$ cat src/rtl/miriscv_data_arbiter.sv
// Two-requester arbiter for the single data-memory port.
// Requester 0 is the core LSU, requester 1 a secondary master (DMA/debug).
// Round-robin grant, one outstanding transaction, timeout termination.
//
// Ports:
//   clk_i, rst_i              clock, synchronous active-high reset
//   mX_req_i/we/be/addr/wdata requester X request and its fields
//   mX_gnt_o                  requester X accepted (combinational 1-cycle pulse)
//   mX_rvalid_o/rdata/err     requester X response (registered); err marks a timeout
//   data_req_o/we/be/addr/wdata  memory request side, driven from latched fields
//   data_gnt_i, data_rvalid_i, data_rdata_i  memory handshake and response
module miriscv_data_arbiter #(
    parameter int unsigned TIMEOUT_CYCLES = 64,
    parameter logic [31:0] TIMEOUT_RDATA  = 32'h0000_0000
) (
    input  logic        clk_i,
    input  logic        rst_i,

    input  logic        m0_req_i,
    input  logic        m0_we_i,
    input  logic [3:0]  m0_be_i,
    input  logic [31:0] m0_addr_i,
    input  logic [31:0] m0_wdata_i,
    output logic        m0_gnt_o,
    output logic        m0_rvalid_o,
    output logic [31:0] m0_rdata_o,
    output logic        m0_err_o,

    input  logic        m1_req_i,
    input  logic        m1_we_i,
    input  logic [3:0]  m1_be_i,
    input  logic [31:0] m1_addr_i,
    input  logic [31:0] m1_wdata_i,
    output logic        m1_gnt_o,
    output logic        m1_rvalid_o,
    output logic [31:0] m1_rdata_o,
    output logic        m1_err_o,

    output logic        data_req_o,
    output logic        data_we_o,
    output logic [3:0]  data_be_o,
    output logic [31:0] data_addr_o,
    output logic [31:0] data_wdata_o,
    input  logic        data_gnt_i,
    input  logic        data_rvalid_i,
    input  logic [31:0] data_rdata_i
);

    localparam int unsigned CntW =
        (TIMEOUT_CYCLES > 0) ? $clog2(TIMEOUT_CYCLES + 1) : 1;

    typedef enum logic [1:0] {StIdle, StIssue, StWait} state_e;

    state_e          state_q;
    logic            last_grant_q;
    logic            winner_q;
    logic            we_q;
    logic [3:0]      be_q;
    logic [31:0]     addr_q;
    logic [31:0]     wdata_q;
    logic [CntW-1:0] cnt_q;
    logic [1:0]      rvalid_q;
    logic [1:0]      err_q;
    logic [31:0]     rdata_q [2];

    logic win_id;
    logic grant;
    logic timeout_hit;

    // Contested request goes to whoever was not served last.
    always_comb begin
        if (m0_req_i && m1_req_i) begin
            win_id = ~last_grant_q;
        end else begin
            win_id = m1_req_i;
        end
    end

    // A grant during reset would be discarded by the reset, so suppress it.
    assign grant       = (state_q == StIdle) && (m0_req_i || m1_req_i) && !rst_i;
    assign timeout_hit = (TIMEOUT_CYCLES != 0) && (cnt_q == CntW'(TIMEOUT_CYCLES));

    assign m0_gnt_o     = grant && !win_id;
    assign m1_gnt_o     = grant && win_id;
    assign data_req_o   = (state_q == StIssue);
    assign data_we_o    = we_q;
    assign data_be_o    = be_q;
    assign data_addr_o  = addr_q;
    assign data_wdata_o = wdata_q;
    assign m0_rvalid_o  = rvalid_q[0];
    assign m1_rvalid_o  = rvalid_q[1];
    assign m0_err_o     = err_q[0];
    assign m1_err_o     = err_q[1];
    assign m0_rdata_o   = rdata_q[0];
    assign m1_rdata_o   = rdata_q[1];

    always_ff @(posedge clk_i) begin
        if (rst_i) begin
            state_q      <= StIdle;
            last_grant_q <= 1'b1;
            winner_q     <= 1'b0;
            we_q         <= 1'b0;
            be_q         <= '0;
            addr_q       <= '0;
            wdata_q      <= '0;
            cnt_q        <= '0;
            rvalid_q     <= '0;
            err_q        <= '0;
            rdata_q[0]   <= '0;
            rdata_q[1]   <= '0;
        end else begin
            rvalid_q <= '0;
            err_q    <= '0;
            unique case (state_q)
                StIdle: begin
                    if (grant) begin
                        winner_q     <= win_id;
                        last_grant_q <= win_id;
                        we_q         <= win_id ? m1_we_i    : m0_we_i;
                        be_q         <= win_id ? m1_be_i    : m0_be_i;
                        addr_q       <= win_id ? m1_addr_i  : m0_addr_i;
                        wdata_q      <= win_id ? m1_wdata_i : m0_wdata_i;
                        cnt_q        <= '0;
                        state_q      <= StIssue;
                    end
                end
                StIssue: begin
                    cnt_q <= cnt_q + CntW'(1);
                    // Timeout takes priority over a same-cycle memory grant.
                    if (timeout_hit) begin
                        rvalid_q[winner_q] <= 1'b1;
                        err_q[winner_q]    <= 1'b1;
                        rdata_q[winner_q]  <= TIMEOUT_RDATA;
                        state_q            <= StIdle;
                    end else if (data_gnt_i) begin
                        state_q <= StWait;
                    end
                end
                StWait: begin
                    cnt_q <= cnt_q + CntW'(1);
                    // A response arriving in the timeout cycle still wins.
                    if (data_rvalid_i) begin
                        rvalid_q[winner_q] <= 1'b1;
                        rdata_q[winner_q]  <= data_rdata_i;
                        state_q            <= StIdle;
                    end else if (timeout_hit) begin
                        rvalid_q[winner_q] <= 1'b1;
                        err_q[winner_q]    <= 1'b1;
                        rdata_q[winner_q]  <= TIMEOUT_RDATA;
                        state_q            <= StIdle;
                    end
                end
                default: state_q <= StIdle;
            endcase
        end
    end

endmodule

$ cat config.mk
export PLATFORM = sky130hd
export DESIGN_NAME = miriscv_data_arbiter
export DESIGN_NICKNAME = d
export VERILOG_FILES = /design/src/rtl/miriscv_data_arbiter.sv
export SDC_FILE = /design/constraint.sdc
export NUM_CORES = 1
export LEC_CHECK = 0
export ABC_AREA = 1
export BUFFER_PORTS_ARGS = -buffer_cell sky130_fd_sc_hd__buf_2
export CAP_MARGIN = 20
export CORE_AREA = 2 2 128 130
export DETAILED_ROUTE_END_ITERATION = 7
export DIE_AREA = 0 0 130 132
export GPL_ROUTABILITY_DRIVEN = 0
export PLACE_DENSITY = 0.77
export RECOVER_POWER = 25
export SLEW_MARGIN = 15
export SYNTH_ARGS = -nofsm -noshare
export SYNTH_HDL_FRONTEND = slang
export SYNTH_SLANG_ARGS = --single-unit
$ cat constraint.sdc
create_clock -name clk_i -period 2.2 [get_ports clk_i]
set_input_delay 0.22 -clock clk_i [delete_from_list [all_inputs] [get_ports clk_i]]
set_output_delay 0.22 -clock clk_i [all_outputs]
set_load 0.05 [all_outputs]
==> impl_metrics.yaml <==
synthesis:
  yosysTopAreaCell: "edfxtp_1"
  avgSynthCellArea_sq_um: 7.94
  synth_area_leaders: "edfxtp_1 (29%), dfxtp_1 (26%), nand2_1 (19%)"
  synth_nets: 1006
  synth_cell_types: 24
  yosysWarnings: 0
  ys_seq_elements: 148
  synth_area_sq_um: 6540
  synth_top_area_share_pct: 29.4
  postSynthCellCount: 824
  yosysSeqAreaShare_pct: 55.1
power_and_ir_drop:
  power_switching_mw: 3.65
  switching_share_pct: 39.3
  ir_worst_vdd_uv: 555
  power_frac_comb_pct: 31.6
  internal_power_mw: 5.64
  power_leakage_nw: 4.06
  clock_power_share_pct: 32.1
  power-per-cell-area_nw_per_um2: 1060
  power.total_mw: 9.29
  seq_power_share_pct: 36.3
clocking:
  clk_pin_slew_ns: 0.06
  post_cts.repair.setup_buffers: 0
  ctsHoldBuffers: 0
  clkSinkCount: 148
  clockBufferDepth: 2
  cts_root_buf: "clkbuf_16"
  cts_max_level: 4
  cts_tree: "done"
  cts_made_buffers: 17
  cts-resized-gates: 0
  clk_latency_ns: 0.42
floorplan:
  die_w_um: 130
  start_util_pct: 41.6
  num_rows: 46
  core_area_sq_um: 15700
  io_pins: 316
  die_y_um: 132
  dieArea_sq_um: 17200
flow_run:
  cap_viol_max_count: 0
place:
  place_ws_ns: 0.398
  port_buffers: 315
  dp_cells: 1314
  dp_hpwl_mm: 13.8
  placed_area_sq_um: 8270
setup_path:
  path_max_fanout: 4
  required_ns: 1.98
  path_cells: "inv_1 > ha_1 > nand3_4 > nor2_1 > buf_2"
  arrival_ns: 1.77
  path_class: "register to primary output"
  cp-end-kind: "primary output"
  crit_slowest_cell: "buf_2"
  start_kind: "register"
  max_stage_delay_ns: 0.33
cells_and_area:
  final_cell_area_sq_um: 8790
  syn_to_final_growth_pct: 34.4
  final_util_pct: 55.9
  fin_nets: 1299
  drive_above_1_share_pct: 25.1
  fillCellCount: 1504
  fin_cells: 1351
global_route:
  grt_usage_pct: 21.9
  grt_pass1_wl_mm: 29.4
  grt-ovfl-total: 0
  grtUsageMet2_pct: 36.5
  antenna_found_initial: 5
  grt_pass1_vias: 5926
  met3_usage_pct: 7.63
  grt_use_met1_pct: 25.2
  grt_max_degree: 70
  top_usage_layer: "met2"
timing:
  slew_headroom_pct: 52.3
  setup_violations: 0
  fin_skew_ns: 0.0120
  layout_min_cycle_time_ns: 1.99
  slew_viol_final: 0
  rsz0062_at_grt: "false"
  hold_violations: 0
  fin_setup_tns_ns: 0
  finalCritPeriodShare_pct: 90.5
  whs_ns: 0.0800
  worst_slack_ns: 0.210
  worst_slew_pin_slew_ns: 0.716
  max_freq_mhz: 502
detailed_routing:
  ant_nets: 0
  dr.pass1.iters: 6
  dr_total_vias: 6536
  wirelength_mm: 19.2
  route.detailed.drc: 0
  drt_iter0_drc: 351
  wl_per_cell_um: 14.2
  viasPerCell: 4.84
min_path:
  worst_hold_path_type: "input port to register"
run_status:
  outcome: "finished, final reports clean"
==> final cells by class <==
class	count	area [sq um]	share of cell area (%)
Antenna cell	5	12.5	0.142
Clock buffer	17	425	4.84
Clock inverter	15	189	2.15
Inverter	25	96.3	1.10
Multi-Input combinational cell	596	2540	28.9
Sequential cell	148	3600	41.0
Tap cell	216	270	3.07
Timing Repair Buffer	329	1650	18.8
==> metal layers <==
metal,vias to the layer above,routed length [um]
li1,3248,-
met1,2944,7600
met2,315,9260
met3,29,1940
met4,0,384
met5,-,0
==> Yosys cell counts, drive strengths merged <==
master / instances
clkbuf: 17
a21oi: 73
nor2: 82
inv: 24
edfxtp: 64
clkinv: 1
buf: 38
nor3: 3
dfxtp: 84
o21ai: 5
nand3: 84
ha: 6
nand2: 340
o22ai: 2
nand4: 1
==> cells by family after synthesis <==
| kind of cell | synth area share, % |
|---|---|
| DFF | 55.1 |
| adders and majority gates | 1.15 |
| and+or+nand+nor | 31.4 |
| buffers and inverters | 6.16 |
| AOI/OAI and AO/OA | 6.16 |
==> power groups by stage <==
stage	clock network, mW	registers (mW)	logic, mW
6_report	2.98	3.37	2.94
5_1_grt	3.15	3.41	3.18
4_1_cts	3.04	3.36	3.01
3_5_place_dp	0	3.42	3.00
3_3_place_gp	0	3.41	2.98
2_1_floorplan	0	4.45	1.22
==> state kept, by name (all words and copies together) (netlist names) <==
| name | count |
|---|---|
| data_we_o | 1 |
| winner_q | 1 |
| data_wdata_o | 32 |
| data_addr_o | 32 |
| rdata_q | 64 |
| state_q | 2 |
| err_q | 2 |
| data_be_o | 4 |
| last_grant_q | 1 |
| rvalid_q | 2 |
| cnt_q | 7 |
==> path summary, 6_finish.rpt <==
check / start / to / slack, ns / depth (start not counted)
worst min register to register: data_wdata_o[20]$_SDFFE_PP0P_ / data_wdata_o[20]$_SDFFE_PP0P_ / 0.46 / 2
worst min-delay path: rst_i / data_wdata_o[5]$_SDFFE_PP0P_ / 0.08 / 2
worst max-delay path: state_q[0]$_SDFFE_PP0P_ / m1_gnt_o / 0.21 / 5
worst max register to register: cnt_q[0]$_SDFFE_PP0P_ / rdata_q[1][13]$_SDFFCE_PN0P_ / 0.37 / 9
==> worst max-delay path, delay by kind of cell, from the launching register on <==
kind,cells,cell delay (ns)
and+or+nand+nor,2,0.31
adders and majority gates,1,0.28
DFF,1,0.31
buffers and inverters,2,0.44
==> cells in the final DEF, fill, tap and decap left out, types with 9 or more instances in the layout <==
master | synthesis | routed
clkbuf_16 | 0 | 17
nor2_1 | 82 | 81
inv_1 | 20 | 20
dfxtp_1 | 84 | 84
nand3_1 | 83 | 83
clkbuf_1 | 17 | 88
nand2_1 | 335 | 335
edfxtp_1 | 64 | 64
a21oi_1 | 73 | 73
buf_4 | 4 | 9
buf_2 | 20 | 226
(Power assumes the default switching activity.)
